**src/rtl/oflow_mem_buffer_line_feeder.sv**
```systemverilog
// oflow_mem_buffer_line_feeder
// Takes history-frame lines from the MEM buffer read path, holds them in a
// small line FIFO and hands them one bbox at a time to the similarity-metric
// stage. Line requests to the MEM buffer read FSM are credit-limited, so
// the FIFO cannot overflow while the read FSM follows the protocol.
//
// Optional build macro: OFLOW_LINE_FEEDER_STATS_EN adds bbox_count[15:0],
// a count of bbox handshakes in the current run.
//
// Ports:
//   clk, reset_N        clock, synchronous active-low reset
//   start_feed          one-cycle pulse that starts a run (honoured in IDLE only)
//   num_of_history_frames  frames to consume, sampled with start_feed
//   similarity_metric_flag_ready_to_read_new_line  one-cycle line request
//   line_valid/line_data/line_mask/line_last_of_frame  incoming line
//   bbox_valid/bbox_ready/bbox_data/bbox_history_idx/bbox_last_of_frame
//                       serialised bbox stream
//   feed_done           one-cycle pulse at the end of a run
//   overflow_err        sticky, a line arrived while the FIFO was full
module oflow_mem_buffer_line_feeder #(
   parameter int BBOX_WIDTH                  = 64,
   parameter int BBOX_PER_LINE               = 2,
   parameter int FIFO_DEPTH                  = 4,
   parameter int NUM_OF_HISTORY_FRAMES_WIDTH = 3
) (
   input  logic                                   clk,
   input  logic                                   reset_N,
   input  logic                                   start_feed,
   input  logic [NUM_OF_HISTORY_FRAMES_WIDTH-1:0] num_of_history_frames,
   output logic                                   similarity_metric_flag_ready_to_read_new_line,
   input  logic                                   line_valid,
   input  logic [BBOX_PER_LINE*BBOX_WIDTH-1:0]    line_data,
   input  logic [BBOX_PER_LINE-1:0]               line_mask,
   input  logic                                   line_last_of_frame,
   output logic                                   bbox_valid,
   input  logic                                   bbox_ready,
   output logic [BBOX_WIDTH-1:0]                  bbox_data,
   output logic [NUM_OF_HISTORY_FRAMES_WIDTH-1:0] bbox_history_idx,
   output logic                                   bbox_last_of_frame,
   output logic                                   feed_done,
   output logic                                   overflow_err
`ifdef OFLOW_LINE_FEEDER_STATS_EN
   ,
   output logic [15:0]                            bbox_count
`endif
);

   localparam int AW = $clog2(FIFO_DEPTH);
   localparam int PW = AW + 1;
   localparam int SW = (BBOX_PER_LINE > 1) ? $clog2(BBOX_PER_LINE) : 1;
   localparam int NW = NUM_OF_HISTORY_FRAMES_WIDTH;
   localparam int LW = BBOX_PER_LINE * BBOX_WIDTH;

   typedef enum logic [1:0] {
      S_IDLE,
      S_ACTIVE,
      S_DRAIN,
      S_DONE
   } feed_state_t;

   feed_state_t state, state_next;

   logic [LW-1:0]            fifo_data [FIFO_DEPTH];
   logic [BBOX_PER_LINE-1:0] fifo_mask [FIFO_DEPTH];
   logic                     fifo_last [FIFO_DEPTH];
   logic [NW-1:0]            fifo_idx  [FIFO_DEPTH];

   logic [PW-1:0] wr_ptr, rd_ptr, count, outstanding;
   logic [NW-1:0] num_frames, frame_idx;
   logic [SW-1:0] slot_ptr, sel_slot;
   logic          sel_found, more_after;
   logic          req, req_q, line_in, push, pop, handshake, last_push;
   logic          full, empty, start_accept;

   logic [LW-1:0]            head_data;
   logic [BBOX_PER_LINE-1:0] head_mask;
   logic                     head_last;

   // Extra pointer bit separates full from empty when the indices match.
   assign count        = wr_ptr - rd_ptr;
   assign full         = (count == PW'(FIFO_DEPTH));
   assign empty        = (count == '0);
   assign start_accept = (state == S_IDLE) && start_feed;
   assign line_in      = line_valid && (state != S_IDLE);
   assign push         = line_in && !full;

   assign head_data        = fifo_data[rd_ptr[AW-1:0]];
   assign head_mask        = fifo_mask[rd_ptr[AW-1:0]];
   assign head_last        = fifo_last[rd_ptr[AW-1:0]];
   assign bbox_history_idx = fifo_idx[rd_ptr[AW-1:0]];

   // The run's final line: a frame-closing line that completes the last
   // requested frame. Requests stop in the very cycle it is accepted.
   assign last_push = push && line_last_of_frame &&
                      (({1'b0, frame_idx} + (NW+1)'(1)) == {1'b0, num_frames});

   // Find the lowest occupied slot at or above the slot pointer, and note
   // whether any occupied slot lies beyond it (i.e. this is not the last one).
   always_comb begin
      sel_found  = 1'b0;
      more_after = 1'b0;
      sel_slot   = '0;
      for (int k = 0; k < BBOX_PER_LINE; k++) begin
         if (head_mask[k] && (k >= int'(slot_ptr))) begin
            if (!sel_found) begin
               sel_found = 1'b1;
               sel_slot  = SW'(k);
            end else begin
               more_after = 1'b1;
            end
         end
      end
   end

   // Slot multiplexer for the presented bbox.
   always_comb begin
      bbox_data = '0;
      for (int k = 0; k < BBOX_PER_LINE; k++) begin
         if (sel_slot == SW'(k)) bbox_data = head_data[k*BBOX_WIDTH +: BBOX_WIDTH];
      end
   end

   assign bbox_valid         = !empty && sel_found;
   assign handshake          = bbox_valid && bbox_ready;
   assign bbox_last_of_frame = bbox_valid && head_last && !more_after;
   // An all-empty head has nothing to emit and leaves on its own.
   assign pop                = !empty && (!sel_found || (handshake && !more_after));

   // A request is allowed only while lines already held plus lines still
   // owed by the read FSM leave room, and never on two consecutive cycles.
   assign req = (state == S_ACTIVE) && !req_q && !last_push &&
                (({1'b0, count} + {1'b0, outstanding}) < (PW+1)'(FIFO_DEPTH));
   assign similarity_metric_flag_ready_to_read_new_line = req;
   assign feed_done = (state == S_DONE);

   // Run sequencing: DRAIN ends in the cycle the FIFO is about to go empty,
   // so feed_done follows the final bbox handshake by exactly one cycle.
   always_comb begin
      state_next = state;
      case (state)
         S_IDLE: begin
            if (start_accept) state_next = (num_of_history_frames == '0) ? S_DONE : S_ACTIVE;
         end
         S_ACTIVE: begin
            if (last_push) state_next = S_DRAIN;
         end
         S_DRAIN: begin
            if (!push && (empty || ((count == PW'(1)) && pop))) state_next = S_DONE;
         end
         S_DONE: begin
            state_next = S_IDLE;
         end
         default: state_next = S_IDLE;
      endcase
   end

   // State register.
   always_ff @(posedge clk) begin
      if (!reset_N) state <= S_IDLE;
      else          state <= state_next;
   end

   // FIFO pointers, request credits, frame numbering, slot pointer and the
   // sticky overflow flag.
   always_ff @(posedge clk) begin
      if (!reset_N) begin
         wr_ptr       <= '0;
         rd_ptr       <= '0;
         outstanding  <= '0;
         req_q        <= 1'b0;
         num_frames   <= '0;
         frame_idx    <= '0;
         slot_ptr     <= '0;
         overflow_err <= 1'b0;
      end else begin
         req_q <= req;
         if (push) wr_ptr <= wr_ptr + PW'(1);
         if (pop)  rd_ptr <= rd_ptr + PW'(1);
         if (line_in && full) overflow_err <= 1'b1;

         if (pop)            slot_ptr <= '0;
         else if (handshake) slot_ptr <= sel_slot + SW'(1);

         if (start_accept) begin
            num_frames <= num_of_history_frames;
            frame_idx  <= '0;
         end else if (push && line_last_of_frame) begin
            frame_idx <= frame_idx + NW'(1);
         end

         if (start_accept)                                   outstanding <= '0;
         else if (req && !line_in)                           outstanding <= outstanding + PW'(1);
         else if (!req && line_in && (outstanding != '0))    outstanding <= outstanding - PW'(1);
      end
   end

   // Line storage; contents are qualified by the pointers, so no reset.
   always_ff @(posedge clk) begin
      if (push) begin
         fifo_data[wr_ptr[AW-1:0]] <= line_data;
         fifo_mask[wr_ptr[AW-1:0]] <= line_mask;
         fifo_last[wr_ptr[AW-1:0]] <= line_last_of_frame;
         fifo_idx[wr_ptr[AW-1:0]]  <= frame_idx;
      end
   end

`ifdef OFLOW_LINE_FEEDER_STATS_EN
   // Per-run bbox handshake counter, kept after feed_done until next start.
   always_ff @(posedge clk) begin
      if (!reset_N)          bbox_count <= '0;
      else if (start_accept) bbox_count <= '0;
      else if (handshake)    bbox_count <= bbox_count + 16'd1;
   end
`endif

endmodule
```
**config.mk**
```make
export PLATFORM = sky130hd
export DESIGN_NAME = oflow_mem_buffer_line_feeder
export DESIGN_NICKNAME = d
export VERILOG_FILES = /design/src/rtl/oflow_mem_buffer_line_feeder.sv
export SDC_FILE = /design/constraint.sdc
export NUM_CORES = 1
export LEC_CHECK = 0
export BUFFER_PORTS_ARGS = -buffer_cell sky130_fd_sc_hd__buf_2
export CAP_MARGIN = 5
export CORE_UTILIZATION = 47
export CTS_BUF_LIST = sky130_fd_sc_hd__clkbuf_4 sky130_fd_sc_hd__clkbuf_8
export CTS_CLUSTER_DIAMETER = 200
export DETAILED_ROUTE_END_ITERATION = 16
export PLACE_DENSITY = 0.66
export SETUP_SLACK_MARGIN = 0.15
export SLEW_MARGIN = 20
export SYNTH_ARGS = -nofsm -noshare
export SYNTH_HDL_FRONTEND = slang
export SYNTH_SLANG_ARGS = --single-unit
export TNS_END_PERCENT = 50
```
**constraint.sdc**
```tcl
create_clock -name clk -period 6.8 [get_ports clk]
set_input_delay 0.34 -clock clk [delete_from_list [all_inputs] [get_ports clk]]
set_output_delay 0.34 -clock clk [all_outputs]
set_load 0.01 [all_outputs]
```
* Word-level counts from Yosys, hierarchy flattened
Memories as Yosys holds them, arrays and structs flattened. A register that Yosys moved wholly into a read port is not among the register bits.
Cells that the tools add are included.
W data, S select, Z words.
** Storage, ports and cells
- Register bits :: 20
- Bits in writable memories :: 536
- Memories :: 4
** Memories
- fifo_data :: depth 4, bits a word 128, read ports 1, clocked after memory_dff 1, wr ports 1, line 63 : logic [LW-1:0] fifo_data [FIFO_DEPTH];
- fifo_idx :: depth 4, bits a word 3, read ports 1, clocked after memory_dff 1, wr ports 1, line 66 : logic [NW-1:0] fifo_idx [FIFO_DEPTH];
- fifo_mask :: depth 4, bits a word 2, read ports 1, clocked after memory_dff 1, wr ports 1, line 64 : logic [BBOX_PER_LINE-1:0] fifo_mask [FIFO_DEPTH];
- fifo_last :: depth 4, bits a word 1, read ports 1, clocked after memory_dff 1, wr ports 1, line 65 : logic fifo_last [FIFO_DEPTH];
** Cells by class
- Add/sub/neg operators :: 9
- Order comparisons :: 2
- Equal/unequal tests :: 9
- Mux-type cells :: 24
- Bitwise logic cells :: 1
- Reduce and logical (&&, ||, !) cells :: 41
** Operators by type and width (count)
- $mux W64 :: 1
- $mux W2 :: 12
- $logic_and A1 B1 Y1 :: 21
- $add A3 B1 Y3 const B :: 4
- $logic_not A1 Y1 :: 9
- $mux W1 :: 8
- $pmux W2 S4 :: 1
- $logic_not A3 Y1 :: 2
- $mux W3 :: 2
- $ne A2 B2 Y1 const B :: 3
- $add A3 B1 Y4 const B :: 1
- $add A3 B3 Y4 :: 1
- $eq A2 B2 Y1 const B :: 2
- $eq A4 B3 Y1 :: 1
- $lt A4 B3 Y1 const B :: 1
- $reduce_bool A2 Y1 :: 2
- $reduce_or A2 Y1 :: 2
- $eq A3 B1 Y1 const B :: 1
- $eq A3 B3 Y1 const B :: 1
- $reduce_and A3 Y1 :: 1
- $reduce_bool A3 Y1 :: 1
- $sub A3 B1 Y3 const B :: 1
- $sub A3 B3 Y3 :: 1
- $eq A2 B1 Y1 const B :: 1
- 5 further kinds :: 6

* Longest topological paths before layout
Gate-level depths: netlist of run 1.
- Depth in word-level cells :: 14
- Depth in mapped cells :: 13
- Depth with buffers taken out :: 13

* Worst setup path after synthesis of run 1
OpenSTA, ideal clock, no wires.
- Path kind :: reg2reg
- Start :: reg wr_ptr[0]
- End :: mem fifo_data[3][0] (netlist name), enable pin
- Library setup time :: 0.511 ns
- Arrival :: 4.707 ns
- Data required time :: 6.289 ns
- Setup slack :: 1.582 ns
- Cell stages (with the launch flop) :: 8
- Period minus slack after synthesis :: 5.218 ns
- Path through :: dfxtp_1 -> inv_1 -> ha_1 -> fa_1 -> xnor3_1 -> nor2_1 -> nor2_1 -> and2_1
** On the way
- Cells in the longest elaborated chain, start to end :: 6
** Ends and longest elaborated chain
- start: declaration :: line 68 : logic [PW-1:0] wr_ptr, rd_ptr, count, outstanding;
- start signal: assignment :: line 177 : if (push) wr_ptr <= wr_ptr + PW'(1);
- $sub A3 B3 Y3 :: line 80 : assign count = wr_ptr - rd_ptr;
- $eq A3 B3 Y1 :: line 81 : assign full = (count == PW'(FIFO_DEPTH));
- $logic_not A1 Y1 :: line 85 : assign push = line_in && !full;
- $logic_and A1 B1 Y1 :: line 85
- $mux W1 :: line 199 : if (push) begin
- $mux W1 (implied by the code) :: line 200 : fifo_data[wr_ptr[AW-1:0]] <= line_data;
- end: declaration :: line 63
Several ways; a longest one is shown, not always the timed one.

==> summary.txt, run 1 <==
Status
  • Status: completed

Power
  • Power consumption: 9.839 mW
  • Max IR drop VDD: 367.1 µV
  • Leak Pwr: 8.864 nW
  • Psw: 2.761 mW
  • Reg power frac: 0.440
  • Clock power share: 0.277
  • Pwr/cell area: 375.5 nW/µm²
  • Comb power frac: 0.283
  • Net Sw Frac: 0.2806
  • P_int: 7.078 mW

Worst setup path
  • Endpoint type of the worst setup path: output pin
  • FF-to-FF End: fifo_data[3][70]$_DFFE_PP_
  • Worst EP arrival: 4.17 ns
  • CP Launch Type: register
  • Crit path kind: reg -> out
  • Reg2Reg Launch Point: wr_ptr[0]$_SDFFE_PN0N_
  • Max FO, Critical Path: 68
  • Reg2Reg Depth: 8
  • Critical Path RT: 6.46 ns
  • R2r setup slk: 3.14 ns

Die
  • Top Ports: 211
  • DIE HEIGHT: 215.3 µm
  • Row count: 77
  • Die Width: 215.3 µm
  • DIE AREA: 46370 µm²
  • Core area: 44510 µm²
  • Initial Util: 0.4806

Global routing
  • Largest net degree at the start of global routing: 76
  • Initial antenna violation count: 2
  • Total GRT Usage: 0.1808
  • Grt total ovfl: 0
  • Number of global-route vias before repair: 11550
  • Global-route wire length before repair: 63.79 mm

Synth
  • Post-synth top area share: 0.7525
  • Register area share after synthesis: 0.7730
  • Count leader, synth: edfxtp_1
  • Post-synthesis cell area: 21390 µm²
  • Post-synth EDFFs: 536
  • Cells after Synth: 923
  • Synth area leader: edfxtp_1
  • Synth top cells by count: edfxtp_1, mux4_2, mux2_2
  • Largest cells by area after synthesis: edfxtp_1, mux4_2, mux2_2
  • Primary FF master, synth: edfxtp_1
  • Post-Syn Nets: 1077
  • Async SR Flop Fraction: 0
  • Syn_area_per_cell: 23.17 µm²
  • YS warnings: 0
  • Netlist cell types: 40
  • Post-synthesis register bit count: 558

Detailed routing
  • Via count: 10480
  • Post-route ant nets: 0
  • # DRC: 0
  • Starting DRT DRC Count: 654
  • Wire per inst: 20.33 µm
  • Initial DRT Pass Iterations: 5
  • Routed WL: 40.64 mm
  • DR vias/cell: 5.244

Timing
  • Max Freq: 0.2215 GHz
  • Fin crit share: 0.6638
  • Max-slew headroom: 0.2745
  • RSZ-0062 raised after global routing: false
  • Slew of the pin with the lowest slew margin: 1.088 ns
  • Total negative slack: 0 ns
  • Fin crit period: 4.514 ns
  • Finish-stage setup viols: 0
  • Final hold vios: 0
  • Clk_skew: 0.02327 ns
  • Slew Limit Fails: 0

Worst hold path
  • Hold_sp: reset_N
  • Hold path cells: 3
  • Hold EP: outstanding[0]$_SDFFE_PP0P_
  • Worst min path class: in -> reg

Flow run
  • Max-cap viol count: 0

Finish
  • Layout overhead on the synthesized area: 22.48%
  • Final instance area: 26200 µm²
  • Share of post-route cells with drive strength above 1: 0.4007
  • Finished Core Util: 0.5886
  • Area of the multi-input gates: 4597 µm²
  • Non-filler instance count after layout: 1999
  • Nets@finish: 1485
  • Storage cell area: 16540 µm²
  • Layout fillers: 3290

CTS
  • Htree depth: 3
  • Clock sink count: 558
  • Total CTS buffers: 90
  • CTS tree: yes
  • # resized after CTS: 0
  • Clk slew on worst S/H paths: 0.06 ns
  • Clk_lat worst skew: 0.63 ns
  • Clock Root Buffer: clkbuf_8
  • CTS Buffer Depth: 3

Place
  • HPWL after DPL: 22.24 mm
  • Placement Cell Area: 23100 µm²
  • IO buf count: 210
  • Dpl cells: 1694
  • GPL Wtd Cong: 0.7518
## cells by family (layout without fill, tap and decap cells)
family                   Yosys count  in the layout  synth area share
multiplexers                     204            204            0.1770
AND/OR/NAND/NOR                   65             65           0.01480
XOR/XNOR                          12             12          0.005557
adder cells (fa/ha/maj)           15             15          0.009476
other                              0              2                 0
flip-flops                       558            558            0.7730
AO/OA/AOI/OAI                     22             22          0.007078
buffers and inverters             47            529           0.01304
## sequential cells by signal, summed over array words and instances, names as in the netlist, named ones only
register,count
fifo_idx,12
frame_idx,3
outstanding,3
overflow_err,1
fifo_mask,8
slot_ptr,1
fifo_last,4
rd_ptr,3
state,2
fifo_data,512
num_frames,3
wr_ptr,3
req_q,1
## per-layer routing
metal,wire length [µm],GRT usage,vias up
met2,20110,0.2965,268
li1,-,-,4704
met4,799,0.05792,0
met3,1979,0.04190,76
met1,17750,0.2406,5435
met5,0,0,-
## power by group through the flow
stage | Sequential, mW | Combinational (mW) | Clock [mW]
final | 4.32 | 2.78 | 2.73
after global routing | 4.36 | 3.02 | 2.94
after CTS | 4.33 | 2.85 | 2.80
after detailed placement | 4.40 | 2.77 | 0
after global placement | 4.38 | 2.75 | 0
after floorplan | 4.34 | 2.05 | 0
## per-stage QoR
step                setup slack, ns  hold slack (ns)
global placement              2.879           0.4736
floorplan                     1.582           0.4389
CTS                           2.126          0.04249
finish                        2.286          0.09146
global route                  2.018          0.07838
detailed placement            2.839           0.4857
## critical path, cell delays in order, from the launching register on
cell and delay, ns:
dfxtp_4 0.50, buf_4 0.87, nand2b_1 0.25, o221ai_4 0.32, buf_12 0.50, mux4_2 0.58
mux2_2 0.29, buf_2 0.14
## worst max path at each step
stage | from | endpoint | slack [ns] | cells after the start
after detailed placement | register | bbox_data[29] | 2.84 | 7
after global placement | register | bbox_data[44] | 2.88 | 7
final | register | bbox_data[29] | 2.29 | 7
after CTS | register | bbox_data[44] | 2.13 | 7
after global routing | register | bbox_data[29] | 2.02 | 7
after floorplan | wr_ptr[0]$_SDFFE_PN0N_ | fifo_data[3][0]$_DFFE_PP_ | 1.58 | 7
## cell usage in the layout, fill, tap and decap left out, types with 13 or more instances in the layout
| cell | instances |
|---|---|
| mux4_2 | 133 |
| ha_1 | 13 |
| dfxtp_1 | 20 |
| clkbuf_4 | 29 |
| nand2_1 | 15 |
| nor2_1 | 20 |
| clkinv_1 | 29 |
| mux2_2 | 64 |
| buf_2 | 210 |
| clkbuf_8 | 93 |
| edfxtp_1 | 536 |
| dlygate4sd3_1 | 137 |
## cell type report
| cell class | instances | share of cell area |
|---|---|---|
| Sequential cell | 558 | 0.6314 |
| Multi-Input combinational cell | 318 | 0.1755 |
| Timing Repair Buffer | 355 | 0.09761 |
| Clock buffer | 122 | 0.05716 |
| Tap cell | 592 | 0.02827 |
| Clock inverter | 44 | 0.008739 |
| Inverter | 8 | 0.001146 |
| Antenna cell | 2 | 0.0001910 |
## what timing repair did
item	in CTS	in global routing
endpoints found under the hold margin	527	0
setup endpoints to repair	0	0
hold buffers	137	0
buffers inserted	0	0
Power figures use the tool's default switching activity.
==> run 2: changes to the inputs <==
==> constraint.sdc (replaced) <==
create_clock -name clk -period 4.6 [get_ports clk]
set_input_delay 0.23 -clock clk [delete_from_list [all_inputs] [get_ports clk]]
set_output_delay 0.23 -clock clk [all_outputs]
set_load 0.01 [all_outputs]
==> summary.txt, run 2 (synthesis gave the netlist of run 1 again) <==
Global routing
  • Total GRT Usage: 0.1798 (was 0.1808)
  • Number of global-route vias before repair: 11520 (was 11550)
  • Largest net degree at the start of global routing: 135 (was 76)
  • Grt total ovfl: 0 (unchanged)
  • Initial antenna violation count: 2 (unchanged)
  • Global-route wire length before repair: 63.45 mm (was 63.79 mm)

Worst setup path
  • Slowest stage cell, crit path: buf_4 (unchanged)
  • CP most frequent cell: buf_4
  • Worst path max stage delay: 0.76 ns (was 0.87 ns)
  • Max FO, Critical Path: 56 (was 68)
  • Buffers & Inverters on Critical Path: 3 (unchanged)
  • CP Launch Type: register (unchanged)
  • Family with the most delay on the worst path: buffers and inverters (unchanged)
  • Endpoint type of the worst setup path: output pin (unchanged)
  • Worst EP arrival: 3.63 ns (was 4.17 ns)
  • Critical Path RT: 4.37 ns (was 6.46 ns)
  • Critical path cell sequence: buf_4 > buf_4 > mux4_2 > mux2_2 > buf_2 (was buf_4 > nand2b_1 > o221ai_4 > buf_12 > mux4_2 > mux2_2 > buf_2)
  • Crit path kind: reg -> out (unchanged)

Detailed routing
  • Starting DRT DRC Count: 615 (was 654)
  • Wire per inst: 20.11 µm (was 20.33 µm)
  • # DRC: 0 (unchanged)
  • Initial DRT Pass Iterations: 5 (unchanged)
  • Post-route ant nets: 0 (unchanged)
  • Routed WL: 40.27 mm (was 40.64 mm)
  • DR vias/cell: 5.222 (was 5.244)
  • Via count: 10460 (was 10480)

Timing
  • Slew of the pin with the lowest slew margin: 0.8633 ns (was 1.088 ns)
  • Clk_skew: 0.02754 ns (was 0.02327 ns)
  • Max Freq: 0.2590 GHz
  • Total negative slack: 0 ns (unchanged)
  • RSZ-0062 raised after global routing: false (unchanged)
  • Slew Limit Fails: 0 (unchanged)
  • Worst setup margin: 0.7383 ns (was 2.286 ns)
  • Max-slew headroom: 0.4245 (was 0.2745)
  • Fin crit period: 3.862 ns
  • Final hold vios: 0 (unchanged)
  • Finish-stage setup viols: 0 (unchanged)
  • Fin crit share: 0.8395

Place
  • Placement Cell Area: 23150 µm² (was 23100 µm²)
  • GPL Wtd Cong: 0.7826 (was 0.7518)
  • Dpl ws: 1.282 ns (was 2.839 ns)
  • IO buf count: 210 (unchanged)
  • HPWL after DPL: 22.05 mm (was 22.24 mm)

CTS
  • CTS Buffer Depth: 3 (unchanged)
  • Total CTS buffers: 90 (unchanged)
  • Htree depth: 3 (unchanged)
  • CTS tree: yes (unchanged)
  • # resized after CTS: 0 (unchanged)
  • Clk_lat worst skew: 0.65 ns (was 0.63 ns)
  • Clock Root Buffer: clkbuf_8 (unchanged)
  • Clock sink count: 558 (unchanged)
  • Clk slew on worst S/H paths: 0.06 ns (about the same)

Finish
  • Layout overhead on the synthesized area: 22.94% (was 22.48%)
  • Share of post-route cells with drive strength above 1: 0.4067 (was 0.4007)
  • Final instance area: 26300 µm² (was 26200 µm²)
  • Finished Core Util: 0.5908 (was 0.5886)
  • Commonest non-fill, non-tap cell in the layout: edfxtp_1 (unchanged)
  • Most frequent cells in the layout: edfxtp_1, buf_2, dlygate4sd3_1, mux4_2, clkbuf_8 (unchanged)
  • Largest register FFs: 512 (unchanged)
  • Nets@finish: 1494 (was 1485)

Die
  • DIE HEIGHT: 215.3 µm (unchanged)
  • Initial Util: 0.4806 (unchanged)
  • Row count: 77 (unchanged)
  • Top Ports: 211 (unchanged)
  • DIE AREA: 46370 µm² (unchanged)
  • Core area: 44510 µm² (unchanged)
  • Die Width: 215.3 µm (unchanged)

Worst hold path
  • Worst min path class: in -> reg (unchanged)

Status
  • Status: completed (unchanged)

Power
  • Pwr/cell area: 552.8 nW/µm² (was 375.5 nW/µm²)
  • Leak Pwr: 8.922 nW (was 8.864 nW)
  • Max IR drop VDD: 352.5 µV (was 367.1 µV)

Flow run
  • Max-cap viol count: 0 (unchanged)
-- run 2: changes by cell type in the layout (fill, tap and decap cells not counted), moves of 2 or more --
cell,previous run,this run
buf_12,6,8
clkinv_1,29,18
dlygate4sd3_1,137,142
buf_4,2,4
clkinv_2,8,17
clkbuf_4,29,25
clkbuf_8,93,91
-- run 2: worst reg2reg max path, delay by kind of cell (launching register included) --
kind,cells,cell delay [ns]
adders and majority gates,4,1.30
and+or+nand+nor,3,0.64
xor gates and xnor gates,2,0.45
DFF,1,0.35
AOI/OAI and AO/OA,1,0.31
buffers and inverters,2,0.17
-- run 2: final timing paths --
| check | startpoint | to | cells past startpoint | slack (ns) |
|---|---|---|---|---|
| worst max-delay path | register | bbox_data[40] | 5 | 0.74 |
| worst min-delay path | line_valid | overflow_err$_SDFFE_PN0P_ | 4 | 0.10 |
| worst max register to register | wr_ptr[0]$_SDFFE_PN0N_ | outstanding[2]$_SDFFE_PP0P_ | 12 | 1.26 |
| worst min register to register | overflow_err$_SDFFE_PN0P_ | overflow_err$_SDFFE_PN0P_ | 2 | 0.49 |
-- run 2: power by group --
group	switching [mW]	total (mW)	leakage, nW	internal (mW)
logic	2.03	4.17	2.97	2.14
clock network	1.87	4.04	0.908	2.17
registers	0.169	6.34	5.04	6.17
total	4.06	14.5	8.92	10.5
-- run 2: area by class of cell --
| cell class | instances | area [µm²] |
|---|---|---|
| fillers | 3278 | 18210 |
| repair buffers | 364 | 2663 |
| flip-flops and latches | 558 | 16540 |
| diodes | 2 | 5.005 |
| clock inverters | 45 | 279.0 |
| clock buffers | 116 | 1440 |
| multi-input cells | 318 | 4597 |
| inverters | 8 | 30.03 |
| well taps | 592 | 740.7 |
-- run 2: what timing repair did --
| action | 4_1_cts | 5_1_grt |
|---|---|---|
| hold buffers | 142 | 0 |
| endpoints found under the hold margin | 535 | 0 |
| setup buffers | 0 | 0 |
-- run 2: metal layers --
layer / routed length, µm / share of wire / global-route usage / vias to the layer above
li1: - / - / - / 4723
met1: 16910 / 0.42 / 0.2278 / 5427
met2: 20680 / 0.51 / 0.3044 / 249
met3: 1946 / 0.048 / 0.04529 / 61
met4: 741 / 0.018 / 0.05768 / 0
met5: 0 / 0 / 0 / -
-- run 2: per-stage QoR --
stage	hold WS, ns	instances	total power [mW]
detailed placement	0.4502	1698	10.59
finish	0.1017	2003	14.54
CTS	0.03746	2001	14.78
global placement	0.4427	1698	10.52
floorplan	0.3289	923	9.411
global route	0.07576	2003	15.27
==> run 3: changes to the inputs <==
--- a/config.mk
+++ b/config.mk
@@ -11,7 +11,7 @@
 export CTS_BUF_LIST = sky130_fd_sc_hd__clkbuf_4 sky130_fd_sc_hd__clkbuf_8
 export CTS_CLUSTER_DIAMETER = 200
 export DETAILED_ROUTE_END_ITERATION = 16
-export PLACE_DENSITY = 0.66
+export PLACE_DENSITY = 0.68
 export SETUP_SLACK_MARGIN = 0.15
 export SLEW_MARGIN = 20
 export SYNTH_ARGS = -nofsm -noshare
==> constraint.sdc (replaced) <==
create_clock -name clk -period 3.35 [get_ports clk]
set_input_delay 0.1675 -clock clk [delete_from_list [all_inputs] [get_ports clk]]
set_output_delay 0.1675 -clock clk [all_outputs]
set_load 0.01 [all_outputs]
==> summary.txt, run 3 (synthesis gave the netlist of run 1 again) <==
Die
  • DIE HEIGHT: 215.3 µm (unchanged)
  • Top Ports: 211 (unchanged)
  • Die Width: 215.3 µm (unchanged)
  • DIE AREA: 46370 µm² (unchanged)
  • Initial Util: 0.4806 (unchanged)
  • Core area: 44510 µm² (unchanged)
  • Row count: 77 (unchanged)

Place
  • Dpl ws: 0.03109 ns (was 1.282 ns)
  • Placement Cell Area: 23370 µm² (was 23150 µm²)
  • IO buf count: 210 (unchanged)
  • Dpl cells: 1714 (was 1698)
  • HPWL after DPL: 23.68 mm (was 22.05 mm)
  • GPL Wtd Cong: 0.7513 (was 0.7826)

Detailed routing
  • Starting DRT DRC Count: 604 (was 615)
  • # DRC: 0 (unchanged)
  • Via count: 10650 (was 10460)
  • Routed WL: 42.81 mm (was 40.27 mm)
  • Post-route ant nets: 0 (unchanged)
  • Wire per inst: 20.86 µm (was 20.11 µm)
  • DR vias/cell: 5.192 (was 5.222)
  • Initial DRT Pass Iterations: 4 (was 5)

Timing
  • RSZ-0062 raised after global routing: true (was false)
  • Finish-stage setup viols: 0 (unchanged)
  • Worst setup margin: 0.1182 ns (was 0.7383 ns)
  • Worst Hold Margin: 0.07162 ns (was 0.1017 ns)
  • Final hold vios: 0 (unchanged)
  • Fin crit period: 3.232 ns
  • Total negative slack: 0 ns (unchanged)
  • Slew Limit Fails: 0 (unchanged)
  • Clk_skew: 0.02240 ns (was 0.02754 ns)
  • Max Freq: 0.3094 GHz
  • Max-slew headroom: 0.4685 (was 0.4245)
  • Slew of the pin with the lowest slew margin: 0.7972 ns (was 0.8633 ns)
  • Fin crit share: 0.9647

Global routing
  • Number of global-route vias before repair: 11930 (was 11520)
  • Initial antenna violation count: 4 (was 2)
  • Grt total ovfl: 0 (unchanged)
  • Total GRT Usage: 0.1873 (was 0.1798)
  • Largest net degree at the start of global routing: 76 (was 135)
  • Global-route wire length before repair: 65.33 mm (was 63.45 mm)

Finish
  • Final instance area: 27450 µm² (was 26300 µm²)
  • Layout overhead on the synthesized area: 28.33% (was 22.94%)
  • Layout fillers: 3168 (was 3278)
  • Nets@finish: 1540 (was 1494)
  • Finished Core Util: 0.6167 (was 0.5908)
  • Non-filler instance count after layout: 2052 (was 2003)
  • Most frequent cells in the layout: edfxtp_1, buf_2, dlygate4sd3_1, mux4_2, clkbuf_8 (unchanged)
  • Share of post-route cells with drive strength above 1: 0.4323 (was 0.4067)
  • Area of the multi-input gates: 4695 µm² (was 4597 µm²)
  • Storage cell area: 16540 µm² (about the same)
  • Largest register FFs: 512 (unchanged)
  • Commonest non-fill, non-tap cell in the layout: edfxtp_1 (unchanged)

Power
  • Max IR drop VDD: 494.3 µV (was 352.5 µV)
  • Pwr/cell area: 796.7 nW/µm² (was 552.8 nW/µm²)
  • Power consumption: 21.87 mW (was 14.54 mW)
  • Leak Pwr: 9.455 nW (was 8.922 nW)

Flow run
  • Max-cap viol count: 0 (unchanged)

CTS
  • Htree depth: 3 (unchanged)
  • Clk slew on worst S/H paths: 0.05 ns (was 0.06 ns)
  • Clock Root Buffer: clkbuf_8 (unchanged)
  • Clock sink count: 558 (unchanged)
  • Total CTS buffers: 90 (unchanged)
  • CTS Buffer Depth: 3 (unchanged)
  • CTS tree: yes (unchanged)
  • Clk_lat worst skew: 0.67 ns (was 0.65 ns)

Worst setup path
  • Reg2Reg Launch Point: wr_ptr[0]$_SDFFE_PN0N_ (unchanged)
  • FF-to-FF End: outstanding[2]$_SDFFE_PP0P_ (unchanged)
  • Reg2Reg Depth: 13 (was 12)
  • R2r setup slk: 0.25 ns (was 1.26 ns)
  • Worst EP arrival: 3.06 ns (was 3.63 ns)
  • CP Launch Type: register (unchanged)
  • Max FO, Critical Path: 8 (was 56)
  • Crit path kind: reg -> out (unchanged)
  • Endpoint type of the worst setup path: output pin (unchanged)
  • CP endpoint: bbox_data[19] (was bbox_data[40])
  • Critical Path RT: 3.18 ns (was 4.37 ns)

Status
  • Status: completed (unchanged)

Worst hold path
  • Worst min path class: in -> reg (unchanged)
[run 3: cell count changes in the layout (fill, tap and decap cells not counted), sizes merged]
| cell | delta |
|---|---|
| buf | +39 |
| clkbuf | +11 |
| clkinv | -6 |
| diode | +3 |
| dlygate4sd3 | +3 |
| inv | -2 |
| clkinvlp | +1 |
[run 3: power breakdown]
group          internal (mW)  switching (mW)  leakage (nW)
sequential              8.46           0.199          5.04
clock                   3.09            2.58         0.928
combinational           4.27            3.27          3.48
total                   15.8            6.04          9.46
[run 3: how the worst min path moves through the flow]
stage	depth (start not counted)	end	slack [ns]	from
after floorplan	0	fifo_data[0][0]$_DFFE_PP_	0.27	line_data[0]
after global placement	1	fifo_mask[0][0]$_DFFE_PP_	0.38	line_mask[0]
after detailed placement	1	fifo_data[2][34]$_DFFE_PP_	0.39	line_data[34]
after CTS	4	frame_idx[0]$_SDFFE_PP0P_	0.004	start_feed
after global routing	4	frame_idx[1]$_SDFFE_PP0P_	0.07	start_feed
final	4	frame_idx[1]$_SDFFE_PP0P_	0.07	start_feed
[run 3: critical path, cell delays in order, from the launching register on]
cell	delay, ns
dfxtp_4	0.35
mux4_2	0.53
o221ai_4	0.10
buf_12	0.20
buf_12	0.13
clkbuf_16	0.17
mux4_2	0.49
mux2_2	0.28
buf_2	0.14
[run 3: layer usage]
metal	GRT usage	up-vias	part of all wire
met5	0	-	0
met4	0.06336	0	0.018
met3	0.04671	65	0.050
met2	0.3186	252	0.52
met1	0.2349	5501	0.41
li1	-	4835	-
[run 3: cell type report]
type,count,area share
flip-flops and latches,558,0.6027
multi-input cells,318,0.1710
repair buffers,410,0.1336
clock buffers,123,0.05529
well taps,592,0.02698
clock inverters,38,0.008888
inverters,8,0.001094
diodes,5,0.0004558
[run 3: repair_timing]
| action | CTS | global route |
|---|---|---|
| gates cloned | 6 | 4 |
| hold buffers | 145 | 0 |
| hold endpoints to repair | 544 | 0 |
| resized for setup | 38 | 50 |
| setup buffers | 13 | 4 |
| pin swaps | 1 | 3 |
| endpoints found under the setup margin | 66 | 64 |
